<file path="config.mk">
export PLATFORM = sky130hd
export DESIGN_NAME = mem_port_arbiter_flat
export DESIGN_NICKNAME = d
export VERILOG_FILES = /design/src/rtl/mem_port_arbiter_if.sv /design/src/rtl/mem_port_arbiter.sv /design/src/flat_wrapper.sv
export SDC_FILE = /design/constraint.sdc
export NUM_CORES = 2
export LEC_CHECK = 0
export BUFFER_PORTS_ARGS = -buffer_cell sky130_fd_sc_hd__buf_2
export CORE_AREA = 2 2 546 548
export CTS_BUF_LIST = sky130_fd_sc_hd__clkbuf_8
export DETAILED_ROUTE_END_ITERATION = 10
export DIE_AREA = 0 0 548 550
export PLACE_DENSITY = 0.3
export SYNTH_ARGS = -nofsm -noshare
export SYNTH_HDL_FRONTEND = slang
export SYNTH_SLANG_ARGS = --single-unit
export TNS_END_PERCENT = 1
</file>
<file path="constraint.sdc">
create_clock -name clk -period 2.11 [get_ports clk]
set_input_delay 0.422 -clock clk [delete_from_list [all_inputs] [get_ports clk]]
set_output_delay 0.422 -clock clk [all_outputs]
set_load 0.05 [all_outputs]
</file>
<file path="src/rtl/mem_port_arbiter_if.sv">
// Line-port bundle shared by icache, dcache and memory.
// The arbiter takes the slave side; clients and memory drive the master side.
interface mem_port_arbiter_if #(
  parameter int LINE_BITS = 256
);
  logic                 i_read;
  logic [31:0]          i_addr;
  logic [LINE_BITS-1:0] i_rdata;
  logic                 i_resp;
  logic                 d_read;
  logic                 d_write;
  logic [31:0]          d_addr;
  logic [LINE_BITS-1:0] d_wdata;
  logic [LINE_BITS-1:0] d_rdata;
  logic                 d_resp;
  logic                 m_read;
  logic                 m_write;
  logic [31:0]          m_addr;
  logic [LINE_BITS-1:0] m_wdata;
  logic [LINE_BITS-1:0] m_rdata;
  logic                 m_resp;

  modport slave (
    input  i_read, i_addr,
    input  d_read, d_write, d_addr, d_wdata,
    input  m_rdata, m_resp,
    output i_rdata, i_resp,
    output d_rdata, d_resp,
    output m_read, m_write, m_addr, m_wdata
  );

  modport master (
    output i_read, i_addr,
    output d_read, d_write, d_addr, d_wdata,
    output m_rdata, m_resp,
    input  i_rdata, i_resp,
    input  d_rdata, d_resp,
    input  m_read, m_write, m_addr, m_wdata
  );
endinterface

</file>
<file path="src/rtl/mem_port_arbiter.sv">
// Non-pipelined I/D arbiter for the single memory line port.
// D has priority; a starvation counter bounds how long fetch waits.
module mem_port_arbiter #(
  parameter int LINE_BITS    = 256,
  parameter int STARVE_LIMIT = 4
) (
  input  logic clk,
  input  logic rst,
  mem_port_arbiter_if.slave bus
);

  localparam int CW  = (STARVE_LIMIT < 1) ? 1 : $clog2(STARVE_LIMIT + 1);
  localparam int OFF = $clog2(LINE_BITS / 8);
  localparam logic [CW-1:0] LIM   = CW'(STARVE_LIMIT);
  localparam logic [31:0]   AMASK = ~((32'd1 << OFF) - 32'd1);

  typedef enum logic [2:0] {
    S_IDLE,
    S_GRANT_I,
    S_GRANT_D,
    S_RESP_I,
    S_RESP_D
  } state_t;

  state_t               r_state, w_state_n;
  logic [CW-1:0]        r_cnt, w_cnt_n;
  logic                 r_mread, w_mread_n;
  logic                 r_mwrite, w_mwrite_n;
  logic [31:0]          r_maddr, w_maddr_n;
  logic [LINE_BITS-1:0] r_mwdata, w_mwdata_n;
  logic                 r_iresp, w_iresp_n;
  logic                 r_dresp, w_dresp_n;
  logic [LINE_BITS-1:0] r_irdata, w_irdata_n;
  logic [LINE_BITS-1:0] r_drdata, w_drdata_n;

  logic w_dreq;
  logic w_force_i;
  logic w_d_win;

  assign w_dreq    = bus.d_read | bus.d_write;
  assign w_force_i = bus.i_read && (STARVE_LIMIT != 0) && (r_cnt == LIM);
  assign w_d_win   = w_dreq & ~w_force_i;

  always_comb begin
    w_state_n  = r_state;
    w_cnt_n    = r_cnt;
    w_mread_n  = r_mread;
    w_mwrite_n = r_mwrite;
    w_maddr_n  = r_maddr;
    w_mwdata_n = r_mwdata;
    w_iresp_n  = 1'b0;
    w_dresp_n  = 1'b0;
    w_irdata_n = r_irdata;
    w_drdata_n = r_drdata;
    unique case (r_state)
      S_IDLE: begin
        if (w_d_win) begin
          // simultaneous read+write is a write-back
          w_state_n  = S_GRANT_D;
          w_mwrite_n = bus.d_write;
          w_mread_n  = ~bus.d_write;
          w_maddr_n  = bus.d_addr & AMASK;
          w_mwdata_n = bus.d_write ? bus.d_wdata : '0;
          if (!bus.i_read)
            w_cnt_n = '0;
          else if (r_cnt != LIM)
            w_cnt_n = r_cnt + 1'b1;
        end else if (bus.i_read) begin
          w_state_n  = S_GRANT_I;
          w_mread_n  = 1'b1;
          w_mwrite_n = 1'b0;
          w_maddr_n  = bus.i_addr & AMASK;
          w_mwdata_n = '0;
          w_cnt_n    = '0;
        end
      end
      S_GRANT_I: begin
        if (bus.m_resp) begin
          w_state_n  = S_RESP_I;
          w_iresp_n  = 1'b1;
          w_mread_n  = 1'b0;
          w_mwrite_n = 1'b0;
          w_maddr_n  = '0;
          w_mwdata_n = '0;
          w_irdata_n = bus.m_rdata;
        end
      end
      S_GRANT_D: begin
        if (bus.m_resp) begin
          w_state_n  = S_RESP_D;
          w_dresp_n  = 1'b1;
          w_mread_n  = 1'b0;
          w_mwrite_n = 1'b0;
          w_maddr_n  = '0;
          w_mwdata_n = '0;
          if (r_mread)
            w_drdata_n = bus.m_rdata;
        end
      end
      S_RESP_I, S_RESP_D: begin
        w_state_n = S_IDLE;
      end
      default: begin
        w_state_n = S_IDLE;
      end
    endcase
  end

  always_ff @(posedge clk) begin
    if (rst) begin
      r_state  <= S_IDLE;
      r_cnt    <= '0;
      r_mread  <= 1'b0;
      r_mwrite <= 1'b0;
      r_maddr  <= '0;
      r_mwdata <= '0;
      r_iresp  <= 1'b0;
      r_dresp  <= 1'b0;
      r_irdata <= '0;
      r_drdata <= '0;
    end else begin
      r_state  <= w_state_n;
      r_cnt    <= w_cnt_n;
      r_mread  <= w_mread_n;
      r_mwrite <= w_mwrite_n;
      r_maddr  <= w_maddr_n;
      r_mwdata <= w_mwdata_n;
      r_iresp  <= w_iresp_n;
      r_dresp  <= w_dresp_n;
      r_irdata <= w_irdata_n;
      r_drdata <= w_drdata_n;
    end
  end

  assign bus.m_read  = r_mread;
  assign bus.m_write = r_mwrite;
  assign bus.m_addr  = r_maddr;
  assign bus.m_wdata = r_mwdata;
  assign bus.i_resp  = r_iresp;
  assign bus.d_resp  = r_dresp;
  assign bus.i_rdata = r_irdata;
  assign bus.d_rdata = r_drdata;

endmodule

</file>
<file path="src/flat_wrapper.sv">
// flat-port wrapper written by rule: the top's interface ports become plain ports
module mem_port_arbiter_flat 
#(
  parameter int LINE_BITS    = 256,
  parameter int STARVE_LIMIT = 4
)
  (clk, rst, bus_i_read, bus_i_addr, bus_d_read, bus_d_write, bus_d_addr, bus_d_wdata, bus_m_rdata, bus_m_resp, bus_i_rdata, bus_i_resp, bus_d_rdata, bus_d_resp, bus_m_read, bus_m_write, bus_m_addr, bus_m_wdata);
  mem_port_arbiter_if #(.LINE_BITS(LINE_BITS)) bus_i ();
  input  logic clk;
  input  logic rst;
  input wire logic [$bits(bus_i.i_read)-1:0] bus_i_read;
  input wire logic [$bits(bus_i.i_addr)-1:0] bus_i_addr;
  input wire logic [$bits(bus_i.d_read)-1:0] bus_d_read;
  input wire logic [$bits(bus_i.d_write)-1:0] bus_d_write;
  input wire logic [$bits(bus_i.d_addr)-1:0] bus_d_addr;
  input wire logic [$bits(bus_i.d_wdata)-1:0] bus_d_wdata;
  input wire logic [$bits(bus_i.m_rdata)-1:0] bus_m_rdata;
  input wire logic [$bits(bus_i.m_resp)-1:0] bus_m_resp;
  output wire logic [$bits(bus_i.i_rdata)-1:0] bus_i_rdata;
  output wire logic [$bits(bus_i.i_resp)-1:0] bus_i_resp;
  output wire logic [$bits(bus_i.d_rdata)-1:0] bus_d_rdata;
  output wire logic [$bits(bus_i.d_resp)-1:0] bus_d_resp;
  output wire logic [$bits(bus_i.m_read)-1:0] bus_m_read;
  output wire logic [$bits(bus_i.m_write)-1:0] bus_m_write;
  output wire logic [$bits(bus_i.m_addr)-1:0] bus_m_addr;
  output wire logic [$bits(bus_i.m_wdata)-1:0] bus_m_wdata;
  assign bus_i.i_read = bus_i_read;
  assign bus_i.i_addr = bus_i_addr;
  assign bus_i.d_read = bus_d_read;
  assign bus_i.d_write = bus_d_write;
  assign bus_i.d_addr = bus_d_addr;
  assign bus_i.d_wdata = bus_d_wdata;
  assign bus_i.m_rdata = bus_m_rdata;
  assign bus_i.m_resp = bus_m_resp;
  assign bus_i_rdata = bus_i.i_rdata;
  assign bus_i_resp = bus_i.i_resp;
  assign bus_d_rdata = bus_i.d_rdata;
  assign bus_d_resp = bus_i.d_resp;
  assign bus_m_read = bus_i.m_read;
  assign bus_m_write = bus_i.m_write;
  assign bus_m_addr = bus_i.m_addr;
  assign bus_m_wdata = bus_i.m_wdata;
  mem_port_arbiter #(.LINE_BITS(LINE_BITS), .STARVE_LIMIT(STARVE_LIMIT)) u_core (.clk(clk), .rst(rst), .bus(bus_i));
endmodule
</file>
; ---- Yosys cells after proc, flatten, opt, wreduce, memory -nomap -nowiden
; Cells that the tools add are included.
; Widths: inputs -> output; s select.
[word_totals]
ff_bits = 810
latch_bits = 0
mem_bits_rw = 0
rom_bits = 0
in_bits = 582
out_inout_bits = 804
word_cells = 64
n_memories = 0
[classes]
add_sub_neg = 1
multipliers = 0
n_div = 0
order_cmp = 0
n_eq_ne = 9
shift = 0
muxes = 26
n_bitwise = 6
reduce_logical = 12
[op_table]
columns = operator, n
row1 = $mux 256, 4
row2 = $pmux 256 s2, 1
row3 = $mux 32, 3
row4 = $pmux 32 s2, 1
row5 = $mux 3, 8
row6 = $reduce_and 3->1, 4
row7 = $pmux 3 s3, 1
row8 = $mux 1, 6
row9 = $ne 3x3->1 const B, 2
row10 = $reduce_or 2->1, 3
row11 = $ne 2x2->1 const B, 2
row12 = $not 1->1, 4
row13 = $pmux 1 s2, 2
row14 = $reduce_bool 2->1, 2
row15 = $add 3x1->3 const B, 1
row16 = $eq 3x1->1 const B, 1
row17 = $eq 3x2->1 const B, 1
row18 = $eq 3x3->1 const B, 1
row19 = $logic_not 3->1, 1
row20 = $ne 3x2->1 const B, 1
row21 = $ne 2x1->1 const B, 1
row22 = $reduce_and 2->1, 1
row23 = $and 1x1->1, 1
row24 = $logic_and 1x1->1, 1
row25 = $or 1x1->1, 1

; ---- Logic depth before layout (Yosys ltp)
[depth]
depth_word = 6
ltp_mapped = 10
ltp_nobuf = 6

; ---- Worst setup path before layout
; Ideal clock, no wire load.
[synth_timing]
kind = in2reg
startpoint = input bus_d_read
endpoint = register u_core.r_maddr[13], in the netlist u_core.bus.m_addr[13]
setup_time_ns = 0.070
arrival_time_ns = 1.876
required_time_ns = 2.040
path_slack_ns = 0.164
stages = 8
path_buffers = 4
path_cell_list = or3_1 > a211oi_1 > buf_2 > nor2b_1 > buf_2 > buf_4 > buf_4 > o2bb2ai_1
[synth_between]
elab_chain_cells = 4
word_cells_on_any_way = 6
cone_classes = eq/ne (1) / mux (2) / bitwise (2) / reduce/logical (1)
[synth_rtl]
columns = element, line
row1 = "start, declared", flat_wrapper.sv:13  ; input wire logic [$bits(bus_i.d_read)-1:0] bus_d_read;
row2 = $or 1x1->1 (*), mem_port_arbiter.sv:40  ; assign w_dreq = bus.d_read | bus.d_write;
row3 = $and 1x1->1 (*), mem_port_arbiter.sv:42  ; assign w_d_win = w_dreq & ~w_force_i;
row4 = $ne 3x2->1 (no source line) or $mux 32 (tied branches), --
row5 = $reduce_and 3->1 (no source line) or $pmux 32 s2 (tied branches), --
row6 = "end signal, assigned", mem_port_arbiter.sv:126  ; r_maddr <= w_maddr_n;
row7 = "end, declared", mem_port_arbiter.sv:29  ; logic [31:0] r_maddr, w_maddr_n;
; Mark *: on every way between the ends. The rest lies on a longest branch, timed or not.
; A chain may end at the register's enable or synchronous reset.

; ---- Worst setup path in the final report
[layout_timing]
startpoint = input bus_i_read
endpoint = register u_core.r_mwdata[104], in the netlist u_core.bus.m_wdata[104]
[layout_between]
elab_chain_cells = 5
word_cells_on_any_way = 7
cone_classes = eq/ne (1) / mux (2) / bitwise (2) / reduce/logical (2)
[layout_rtl]
columns = element, line
row1 = "start, declared", flat_wrapper.sv:11  ; input wire logic [$bits(bus_i.i_read)-1:0] bus_i_read;
row2 = $logic_and 1x1->1, mem_port_arbiter.sv:41  ; assign w_force_i = bus.i_read && (STARVE_LIMIT != 0) && (r_cnt == LIM);
row3 = $not 1->1, mem_port_arbiter.sv:42
row4 = $and 1x1->1, mem_port_arbiter.sv:42
row5 = $ne 3x2->1 (no source line) or $mux 256 (tied branches), --
row6 = $reduce_and 3->1 (no source line) or $pmux 256 s2 (tied branches), --
row7 = "end signal, assigned", mem_port_arbiter.sv:127  ; r_mwdata <= w_mwdata_n;
row8 = "end, declared", mem_port_arbiter.sv:30  ; logic [LINE_BITS-1:0] r_mwdata, w_mwdata_n;
; Several ways; a longest one is shown, not always the timed one.

==> results.py <==
metrics = {
    "outcome": {
        "run_status": "completed",
    },
    "pwr": {
        "power_switching_share": 0.328,
        "power-per-cell-area_mw_per_mm2": 830,
        "p_clk_frac": 0.418,
        "cellLeakagePower_uw": 0.0211,
        "share_comb_of_total_power": 0.190,
        "ir_drop_mv": 0.439,
        "cell_internal_pwr_uw": 27800,
        "seqPwrFrac": 0.392,
        "switching_power_uw": 13600,
    },
    "routing": {
        "first_pass_iters": 5,
        "route.antenna.remaining_nets": 0,
        "detailed_router_s_first_iteration_violation_count": 1614,
        "wl_mm": 212,
        "remaining_drc_errors": 0,
        "routedWlPerCell_um": 23.2,
        "via_per_inst": 3.32,
        "num_vias": 30390,
    },
    "timing": {
        "finalCriticalPeriod_ns": 2.09,
        "finalHoldViolCount": 0,
        "period_share": 0.992,
        "clock.fmax_ghz": 0.478,
        "skew_ns": 0.0778,
        "max-slew-margin-rel": 0.521,
        "setup_viol": 0,
        "max_slew.worst_pin.slew_ns": 0.719,
        "layout_setup_ws_ns": 0.0172,
        "drv_slew": 0,
    },
    "cells_and_area": {
        "layout.nets": 5647,
        "fillCellCount": 33651,
        "finish.utilization": 0.169,
        "final_layout_size_suffix_gt1_frac": 0.342,
        "multi_input_comb_area_sq_mm": 0.0100,
        "sequential_standard_cell_area_sq_mm": 0.0161,
        "final_area_sq_mm": 0.0499,
        "area.growth.synth_to_final_pct": 83.4,
    },
    "grt": {
        "antenna_found_initial": 150,
        "wire_length_of_the_first_global_routing_pass_mm": 277,
        "grt_start_max_net_pins": 145,
        "remaining_global_route_overflow": 0,
        "grt_pass1_vias": 30335,
        "grtUsageTotal": 0.134,
    },
    "clocking": {
        "clock_latency_ns": 0.92,
        "clock_tree_from_tritoncts": "yes",
        "clk_pin_slew_ns": 0.06,
        "cts.htree.levels": 4,
        "cts_made_buffers": 171,
        "cts-root-buf": "sky130_fd_sc_hd__clkbuf_8",
        "clock_sink_count": 805,
        "clock_tree_buf_depth": 4,
    },
    "floorplan": {
        "die-height_um": 550,
        "ioPinCount": 1386,
        "die_area_sq_mm": 0.301,
        "floorplan.rows": 200,
        "dieWidth_um": 548,
        "start_util": 0.0921,
        "core-area_sq_mm": 0.296,
    },
    "synthesis": {
        "synth-warning-count": 0,
        "synth_edf_count": 0,
        "post-synth-top-area-cell": "sky130_fd_sc_hd__dfxtp_1",
        "synth-seq-area-share": 0.592,
        "syn-instance-count": 3042,
        "synth.lib_cells_used.distinct": 36,
        "synthesis.area_per_instance_sq_um": 8.95,
        "netlist_area_before_placement_sq_mm": 0.0272,
        "post-synth-top-count-cell": "sky130_fd_sc_hd__nand2_1",
        "ys_top_cells_by_count": "1029 x sky130_fd_sc_hd__nand2_1, 805 x sky130_fd_sc_hd__dfxtp_1, 517 x sky130_fd_sc_hd__a21oi_1, 161 x sky130_fd_sc_hd__a22o_1, 156 x sky130_fd_sc_hd__clkbuf_1",
        "synth.top_cell.area_share": 0.592,
        "synth_top_flop_cell": "sky130_fd_sc_hd__dfxtp_1",
        "synth_seq_cells": 805,
        "ys_top_cells_by_area": "sky130_fd_sc_hd__dfxtp_1 59%, sky130_fd_sc_hd__nand2_1 14%, sky130_fd_sc_hd__a21oi_1 9.5%",
        "async_reset_ff_frac": 0,
    },
    "worst_setup_path": {
        "timing.critical_path.required_ns": 2.91,
        "endpoint_kind": "flop",
        "crit_path_max_fanout": 36,
        "setup.worst_path.start_class": "input port",
        "cp_data_arrival_time_ns": 2.89,
        "worst-setup-path-type": "in2reg",
    },
    "placement": {
        "place.gp.congestion": 0.889,
        "place_hpwl_mm": 174,
        "postPlaceCellArea_sq_mm": 0.0398,
        "port_buffers": 1370,
        "dpl_worst_slack_ns": -0.124,
    },
    "job": {
        "drv.max_cap_violation_count": 0,
    },
    "hold_path": {
        "type_of_the_most_critical_hold_path": "in2reg",
    },
}
[worst max-delay path, cell delays in order]
cell and delay [ns]:
sky130_fd_sc_hd__dlygate4sd3_1 0.67, sky130_fd_sc_hd__buf_2 0.20, sky130_fd_sc_hd__or3_1 0.36, sky130_fd_sc_hd__a211oi_4 0.37, sky130_fd_sc_hd__nor2b_4 0.23, sky130_fd_sc_hd__buf_12 0.17, sky130_fd_sc_hd__buf_12 0.22, sky130_fd_sc_hd__a22o_1 0.17
[power by group through the flow]
stage / clock (uW) / combinational (uW) / sequential [uW]
finish: 17300 / 7880 / 16200
detailed placement: 0 / 6680 / 16500
CTS: 18200 / 7990 / 16200
global placement: 0 / 6670 / 16500
global route: 18800 / 8350 / 16300
floorplan: 0 / 1590 / 18600
[cells by family after synthesis]
logic type / synth area share
multiplexers: 0.0449
AO/OA/AOI/OAI: 0.159
AND/OR/NAND/NOR: 0.160
other: 0.000138
adder cells (fa/ha/maj): 0.000919
buffers and inverters: 0.0429
XOR/XNOR: 0.000322
flip-flops: 0.592
[layer usage]
| metal | global-route usage | wire length (um) |
|---|---|---|
| met1 | 0.157 | 86800 |
| met3 | 0.0790 | 28200 |
| met4 | 0.0287 | 4440 |
| met5 | 0 | 656 |
| met2 | 0.209 | 92200 |
[sequential cells by signal, indices dropped and copies added, names as in the netlist]
name,count
u_core.bus.d_rdata,256
u_core.bus.m_addr,27
u_core.bus.i_rdata,256
u_core.bus.d_resp,1
u_core.bus.m_write,1
u_core.bus.i_resp,1
u_core.r_state,3
u_core.r_cnt,3
u_core.bus.m_read,1
u_core.bus.m_wdata,256
[worst paths after layout]
kind                                             start                              endpoint  slack (ns)  cells after the start
setup / recovery                            bus_i_read  u_core.bus.m_wdata[104]$_SDFFE_PP0P_        0.02                      8
hold / removal                             bus_d_write          u_core.r_cnt[0]$_SDFFE_PP0P_        0.21                      6
setup reg to reg          u_core.r_cnt[0]$_SDFFE_PP0P_  u_core.bus.m_wdata[245]$_SDFFE_PP0P_        0.10                      9
hold reg to reg   u_core.bus.i_rdata[252]$_SDFFE_PP0P_  u_core.bus.i_rdata[252]$_SDFFE_PP0P_        0.45                      2
[layout by cell type (no fill, tap or decap), types with 4 or more instances in the layout]
| master | instances |
|---|---|
| sky130_fd_sc_hd__o2bb2ai_1 | 27 |
| sky130_fd_sc_hd__clkinv_2 | 17 |
| sky130_fd_sc_hd__bufinv_16 | 4 |
| sky130_fd_sc_hd__dfxtp_2 | 6 |
| sky130_fd_sc_hd__clkbuf_8 | 205 |
| sky130_fd_sc_hd__nand2_1 | 1028 |
| sky130_fd_sc_hd__inv_1 | 52 |
| sky130_fd_sc_hd__clkinv_8 | 5 |
| sky130_fd_sc_hd__dlygate4sd3_1 | 571 |
| sky130_fd_sc_hd__nor2_1 | 101 |
| sky130_fd_sc_hd__buf_6 | 25 |
| sky130_fd_sc_hd__dfxtp_1 | 799 |
| sky130_fd_sc_hd__diode_2 | 49 |
| sky130_fd_sc_hd__buf_4 | 332 |
| sky130_fd_sc_hd__buf_12 | 66 |
| sky130_fd_sc_hd__mux2i_1 | 122 |
| sky130_fd_sc_hd__buf_2 | 1091 |
| sky130_fd_sc_hd__a21oi_1 | 517 |
| sky130_fd_sc_hd__a22o_1 | 161 |
| sky130_fd_sc_hd__conb_1 | 5 |
[cell type report]
type	instances	share of cell area
clock inverter	82	0.0112
sequential	805	0.323
inverter	4	0.000301
antenna	49	0.00246
timing repair buffer	2089	0.307
clock buffer	205	0.0565
tap	3939	0.0987
multi-input combinational	1992	0.201
[what timing repair did]
action / in CTS / in global routing
hold endpoints to repair: 803 / 0
hold buffers: 571 / 0
gates resized for setup: 314 / 3
endpoints found under the setup margin: 277 / 188
gates cloned: 0 / 1
buffers inserted: 0 / 1
pin swaps: 0 / 0
[through the flow]
stage / setup TNS (ns) / hold WS [ns] / cells / power [uW]
4_1_cts: -0.0414 / 0.0338 / 9114 / 42400
5_1_grt: -0.0794 / 0.158 / 9126 / 43400
2_1_floorplan: 0 / 0.491 / 3046 / 20200
3_3_place_gp: -18.08 / 0.438 / 8256 / 23200
6_report: 0 / 0.205 / 9165 / 41400
3_5_place_dp: -13.52 / 0.442 / 8256 / 23200
No activity file was read; power rests on OpenSTA's default activity.
